## src/rtl/bar_acc_pipe.sv

```systemverilog
// bar_acc_pipe: multi-channel registered adder/accumulator feeding a DEPTH-stage stallable pipeline.
// Build option BAR_ACC_PIPE_SATURATE_EN clamps carry-out results (and mode-1 accumulators) to all-ones.
module bar_acc_pipe #(
  parameter int  WIDTH     = 8,
  parameter int  CHANNELS  = 4,
  parameter int  INCREMENT = 5,
  parameter int  DEPTH     = 2,
  localparam int CW        = (CHANNELS > 1) ? $clog2(CHANNELS) : 1
) (
  input  logic             clk,
  input  logic             rst,
  input  logic             clr,
  input  logic             in_valid,
  output logic             in_ready,
  input  logic             in_mode,
  input  logic [CW-1:0]    in_chan,
  input  logic [WIDTH-1:0] inp,
  output logic             out_valid,
  input  logic             out_ready,
  output logic [CW-1:0]    out_chan,
  output logic [WIDTH-1:0] out,
  output logic             out_ovf
);

  localparam logic [WIDTH-1:0] INC = WIDTH'(INCREMENT);

  logic             stall_s;
  logic             accept_s;
  logic             chan_ok_s;
  logic             acc_mode_s;
  logic [WIDTH-1:0] acc_rd_s;
  logic [WIDTH-1:0] op_a_s;
  logic [WIDTH-1:0] op_b_s;
  logic [WIDTH:0]   sum_s;
  logic [WIDTH-1:0] res_d;
  logic             ovf_d;

  logic [DEPTH-1:0] valid_q;
  logic [WIDTH-1:0] data_q [DEPTH];
  logic [CW-1:0]    chan_q [DEPTH];
  logic             ovf_q  [DEPTH];
  logic [WIDTH-1:0] acc_q  [CHANNELS];

  assign stall_s   = valid_q[DEPTH-1] & ~out_ready;
  assign in_ready  = ~stall_s & ~clr & rst;
  assign accept_s  = in_valid & in_ready;

  assign out_valid = valid_q[DEPTH-1];
  assign out       = data_q[DEPTH-1];
  assign out_chan  = chan_q[DEPTH-1];
  assign out_ovf   = ovf_q[DEPTH-1];

  // Stage-0 arithmetic; an out-of-range channel falls back to the increment path.
  always_comb begin
    chan_ok_s  = ({1'b0, in_chan} < (CW+1)'(CHANNELS));
    acc_mode_s = in_mode & chan_ok_s;
    acc_rd_s   = '0;
    for (int c = 0; c < CHANNELS; c++) begin
      acc_rd_s = (in_chan == CW'(c)) ? acc_q[c] : acc_rd_s;
    end
    if (acc_mode_s) begin
      op_a_s = acc_rd_s;
      op_b_s = inp;
    end else begin
      op_a_s = inp;
      op_b_s = INC;
    end
    sum_s = {1'b0, op_a_s} + {1'b0, op_b_s};
    ovf_d = sum_s[WIDTH];
`ifdef BAR_ACC_PIPE_SATURATE_EN
    if (sum_s[WIDTH]) begin
      res_d = {WIDTH{1'b1}};
    end else begin
      res_d = sum_s[WIDTH-1:0];
    end
`else
    res_d = sum_s[WIDTH-1:0];
`endif
  end

  // Pipeline shift; a stall freezes every stage, clr only drops the valid bits.
  always_ff @(posedge clk or negedge rst) begin
    if (!rst) begin
      valid_q <= '0;
      for (int i = 0; i < DEPTH; i++) begin
        data_q[i] <= '0;
        chan_q[i] <= '0;
        ovf_q[i]  <= 1'b0;
      end
    end else if (clr) begin
      valid_q <= '0;
    end else if (!stall_s) begin
      valid_q[0] <= accept_s;
      if (accept_s) begin
        data_q[0] <= res_d;
        chan_q[0] <= in_chan;
        ovf_q[0]  <= ovf_d;
      end else begin
        data_q[0] <= data_q[0];
      end
      for (int i = 1; i < DEPTH; i++) begin
        valid_q[i] <= valid_q[i-1];
        data_q[i]  <= data_q[i-1];
        chan_q[i]  <= chan_q[i-1];
        ovf_q[i]   <= ovf_q[i-1];
      end
    end else begin
      valid_q <= valid_q;
    end
  end

  // Accumulator write-back happens on the accept edge so the next beat sees it.
  always_ff @(posedge clk or negedge rst) begin
    if (!rst) begin
      for (int c = 0; c < CHANNELS; c++) begin
        acc_q[c] <= '0;
      end
    end else if (clr) begin
      for (int c = 0; c < CHANNELS; c++) begin
        acc_q[c] <= '0;
      end
    end else begin
      for (int c = 0; c < CHANNELS; c++) begin
        if (accept_s && acc_mode_s && (in_chan == CW'(c))) begin
          acc_q[c] <= res_d;
        end else begin
          acc_q[c] <= acc_q[c];
        end
      end
    end
  end

endmodule

```

## config.mk

```make
export PLATFORM = sky130hd
export DESIGN_NAME = bar_acc_pipe
export DESIGN_NICKNAME = d
export VERILOG_FILES = /design/src/rtl/bar_acc_pipe.sv
export SDC_FILE = /design/constraint.sdc
export NUM_CORES = 1
export LEC_CHECK = 0
export CAP_MARGIN = 15
export CORE_UTILIZATION = 57
export CTS_CLUSTER_DIAMETER = 50
export CTS_CLUSTER_SIZE = 28
export DETAILED_ROUTE_END_ITERATION = 8
export PLACE_DENSITY = 0.82
export SLEW_MARGIN = 30
export SYNTH_ARGS = -nofsm -noshare
export SYNTH_HDL_FRONTEND = slang
export SYNTH_SLANG_ARGS = --single-unit
```

## constraint.sdc

```tcl
create_clock -name clk -period 3.35 [get_ports clk]
set_clock_uncertainty 0.2 [all_clocks]
set_input_delay 0.8375 -clock clk [delete_from_list [all_inputs] [get_ports clk]]
set_output_delay 0.8375 -clock clk [all_outputs]
set_load 0.03 [all_outputs]
```

# ---- Word-level counts from Yosys, hierarchy flattened
# Cells that the tools add are included.
dict set report word_totals {
  register_bits 56
  elab_cells 48
  inputBits 16
  out_inout_bits 13
}
dict set report op_classes {
  eq_ne 4
  bitwise_logic 7
  n_reduce_logical 12
  addsub 1
  muxes 13
}
# operator count
set op_table {}
lappend op_table {{$mux W8} 10}
lappend op_table {{$mux W32} 1}
lappend op_table {{$add A8 B8 Y9} 1}
lappend op_table {{$reduce_bool A2 Y1} 4}
lappend op_table {{$logic_and A1 B1 Y1} 5}
lappend op_table {{$and A1 B1 Y1} 4}
lappend op_table {{$eq A2 B2 Y1 const B} 2}
lappend op_table {{$mux W2} 2}
lappend op_table {{$not A1 Y1} 3}
lappend op_table {{$reduce_and A3 Y1} 1}
lappend op_table {{$eq A2 B1 Y1 const B} 1}
lappend op_table {{$logic_not A2 Y1} 1}
lappend op_table {{$ne A2 B2 Y1 const B} 1}
lappend op_table {{$reduce_and A2 Y1} 1}

# ---- Logic depth before layout (Yosys ltp)
dict set report depth {
  depth_word 10
  depth_mapped 11
  ltp_nobuf 10
}

# ---- Worst setup path before layout
# No wires, ideal clock.
dict set report synth_path {
  kind {input to register}
  from {input port in_chan[0]}
  to {register acc_q[14] in the netlist's numbering}
  path_buffers 1
  t_arrival_ns 3.010
  t_required_ns 3.016
  setup_slack_ns 0.005
  setup_ns 0.134
  path_stages 9
  cell_sequence {buf_2 -> mux4_2 -> mux2_2 -> ha_1 -> o211ai_1 -> a21oi_1 -> a211o_1 -> xnor2_1 -> o21ai_0}
}
dict set report synth_via {
  elab_chain_cells 9
  elab_cells_between_ends 14
  classes_between {add/sub (1); eq/ne (3); mux (7); reduce/logical (3)}
}
# element line
set synth_lines {}
lappend synth_lines {{start, declared} 16} ;# input logic [CW-1:0] in_chan,
lappend synth_lines {{$logic_not A2 Y1} 59} ;# acc_rd_s = (in_chan == CW'(c)) ? acc_q[c] : acc_rd_s;
lappend synth_lines {{$mux W8 (4 in series)} 59}
lappend synth_lines {{$mux W8} 61} ;# if (acc_mode_s) begin
lappend synth_lines {{$add A8 B8 Y9} 68} ;# sum_s = {1'b0, op_a_s} + {1'b0, op_b_s};
lappend synth_lines {{$mux W8} 124} ;# if (accept_s && acc_mode_s && (in_chan == CW'(c))) begin
lappend synth_lines {{$mux W32} 118} ;# end else if (clr) begin
lappend synth_lines {{end signal, assigned by index} 125} ;# acc_q[c] <= res_d;
lappend synth_lines {{end signal, assigned by index} 127} ;# acc_q[c] <= acc_q[c];
lappend synth_lines {{end, declared} 42} ;# logic [WIDTH-1:0] acc_q [CHANNELS];
# Parallel ways exist; a longest one is shown, timed or not. The select of a mux whose other input is x is not followed.
# A chain may end at the register's enable or synchronous reset.

# ---- Final worst setup path
dict set report layout_path {
  from {input port in_mode}
  to {register acc_q[29] in the netlist's numbering}
}
dict set report layout_via {
  elab_chain_cells 4
  elab_cells_between_ends 8
  classes_between {add/sub (1); mux (4); reduce/logical (3)}
}
# element line
set layout_lines {}
lappend layout_lines {{start, declared} 15} ;# input logic in_mode,
lappend layout_lines {{$mux W8} 61}
lappend layout_lines {{$add A8 B8 Y9} 68}
lappend layout_lines {{$mux W8} 124}
lappend layout_lines {{$mux W32} 118}
# Parallel ways exist; a longest one is shown, timed or not. The select of a mux whose other input is x is not followed.

==> run metrics <==
status complete, no violations; Final Hold Vio Count 0; Post-Synthesis Cells 270; min-delay worst type flop to flop; Worst Path Required 3.34 ns; Buf/Inv on CP 2; largest buffer count on any clock path 2; Cell Rows 25; Post-synth EDFFs 0; Clk Tree Root Cell clkbuf_8; HPWL Detailed 4320 um; fin crit share 0.9663; initial antenna violation count 0; fin. max-slew vios 0; Async SR Flop Fraction 1.000; # DRC 0; net count reported at finish 330; Final GP Congestion 0.8873; Initial Utilization 0.6090; Avg Inst Size Synth 11.01 sq um; CP Capture Type flop; first-pass GRT wire length 10140 um; Sw Share 0.3030; Via Count 2139; register share of total power 0.500; Clock Latency Late Sink 0.32 ns; area grow syn2layout 17.89%; crit path time final 3.237 ns; Crit Path Max Fanout 12; n_diodes 0; clock sink total 56; most frequent cells in the layout dfrtp_1 (56), nand2_1 (26), buf_4 (26); Core Footprint 4880 sq um; Fmax achieved 308.9 MHz; DRT iter0 DRCs 144; mapped cell area 2972 sq um; P_sw 466.7 uW; Comb power frac 0.259; setup TNS 0 ns; routed wire length 6246 um; Tot GR Track Use 0.2512; Post-CTS Hold Buffers 0; vias in the first global route 2066; antenna-violating nets left 0; Final setup viols 0; Yosys warning total 0; clock slew seen by the registers of the worst setup and hold paths 0.10 ns; I/O Pins 29; H-tree Lvls 2; largest stage delay on the critical path 0.55 ns; power per cell area 439.7 nW/um^2; GR Overflow Total 0; share of layout cells above drive strength 1 0.2418; Yosys reg bits 56; power consumption 1.540 mW; Synthesized Nets 295; Max Cap Violations 0; ys flop type dfrtp_1; largest net degree at the start of global routing 57; Fin Hold WS 0.2906 ns; Pleak 1.668 nW; sequential-to-total area share from yosys stat 0.4716; crit-path cells clkdlybuf4s50_1 > buf_4 > mux2_2 > ha_1 > a211oi_2 > o21bai_1 > a21oi_2 > xor2_2 > o21ai_0; Slew Limit Headroom 0.5227; TritonRoute pass-1 iters 4; clock share of power 0.240; RSZ-0062 raised after global routing false; DIE HEIGHT 74.21 um; routed length per instance 16.75 um; critical path's top delay family buffers and inverters; Worst EP arrival 3.23 ns; Crit Path Category primary input to flop; Max IR drop VDD 0.0002670 V; die width 74.21 um; CP max stage cell clkdlybuf4s50_1; die area 5506 sq um; Via density 5.735; CTS tree done; post-synthesis cell type count 35; TritonCTS Buffers 5; Worst-Margin Slew 0.7160 ns; commonest non-fill, non-tap cell in the layout dfrtp_1; Port Buffers 28; Int Pwr 1.074 mW; Startpoint Class primary input
## cell usage after synthesis, drive strengths merged (5+ instances only)
cell type,instances,share of area
mux2i,14,0.047
a21oi,6,0.010
nor3,5,0.010
ha,8,0.034
and2,6,0.013
nand3b,17,0.043
mux4,8,0.061
buf,15,0.040
nand2,26,0.033
nor2b,6,0.015
clkbuf,11,0.014
dfrtp,56,0.47
mux2,19,0.072
nor2,23,0.029
o21ai,24,0.040
## registers in the layout (all words and copies together) (netlist names)
register / flops
out_ovf: 1
valid_q: 2
chan_q: 2
out: 8
acc_q: 32
out_chan: 2
data_q: 8
ovf_q: 1
## area by class of cell
type / count / area [sq um]
Inverter: 4 / 15.01
Multi-Input combinational cell: 184 / 1449
Clock buffer: 6 / 72.57
Fill cell: 378 / 1376
Timing Repair Buffer: 54 / 465.4
Clock inverter: 2 / 16.27
Sequential cell: 56 / 1401
Tap cell: 67 / 83.83
## power groups by stage
stage / logic, mW / registers [mW] / clock network, mW
global route: 0.430 / 0.779 / 0.405
global placement: 0.374 / 0.782 / 0
finish: 0.399 / 0.771 / 0.370
detailed placement: 0.385 / 0.786 / 0
floorplan: 0.262 / 0.778 / 0
CTS: 0.392 / 0.773 / 0.378
## metal layers
| layer | vias to the layer above | part of all wire | track usage |
|---|---|---|---|
| li1 | 995 | - | - |
| met1 | 1078 | 0.45 | 0.3408 |
| met2 | 58 | 0.50 | 0.4121 |
| met3 | 8 | 0.040 | 0.04065 |
| met4 | 0 | 0.015 | 0.08761 |
| met5 | - | 0 | 0 |
## path summary, 6_finish.rpt
check,to,startpoint,cells past startpoint,slack (ns)
max,acc_q[29],in_mode,9,0.11
min,data_q[15],data_q[15],2,0.29
max reg2reg,data_q[14],acc_q[16],10,0.51
min reg2reg,data_q[15],data_q[15],2,0.29
max in group asynchronous,acc_q[24],rst,2,1.93
min in group asynchronous,chan_q[2],rst,2,0.53
## cells by family after synthesis
group,share of synthesized area
AND/OR/NAND/NOR,0.1659
flip-flops,0.4716
multiplexers,0.1798
AO/OA/AOI/OAI,0.06611
buffers and inverters,0.05852
adder cells (fa/ha/maj),0.04042
XOR/XNOR,0.01769
## worst min-delay path: stages (launching register included)
cell and delay, ns:
dfrtp_1 0.35, nand2_1 0.05, o21ai_0 0.06
## metrics by stage
stage               worst slack (ns)  std cells    util  instance area [sq um]
finish                        0.1128        373  0.7179                   3503
global route                0.004291        373  0.7179                   3503
CTS                          0.02274        373  0.7126                   3477
detailed placement           -0.8430        365  0.6895                   3364
global placement             -0.7258        365  0.6895                   3364
floorplan                   0.005404        270       -                   2972
## timing repair
item / 4_1_cts / 5_1_grt
buffers inserted: 0 / 0
gates resized for setup: 9 / 11
endpoints found under the setup margin: 27 / 20
gates cloned: 0 / 0
pin swaps: 2 / 5
(Power assumes the default switching activity.)
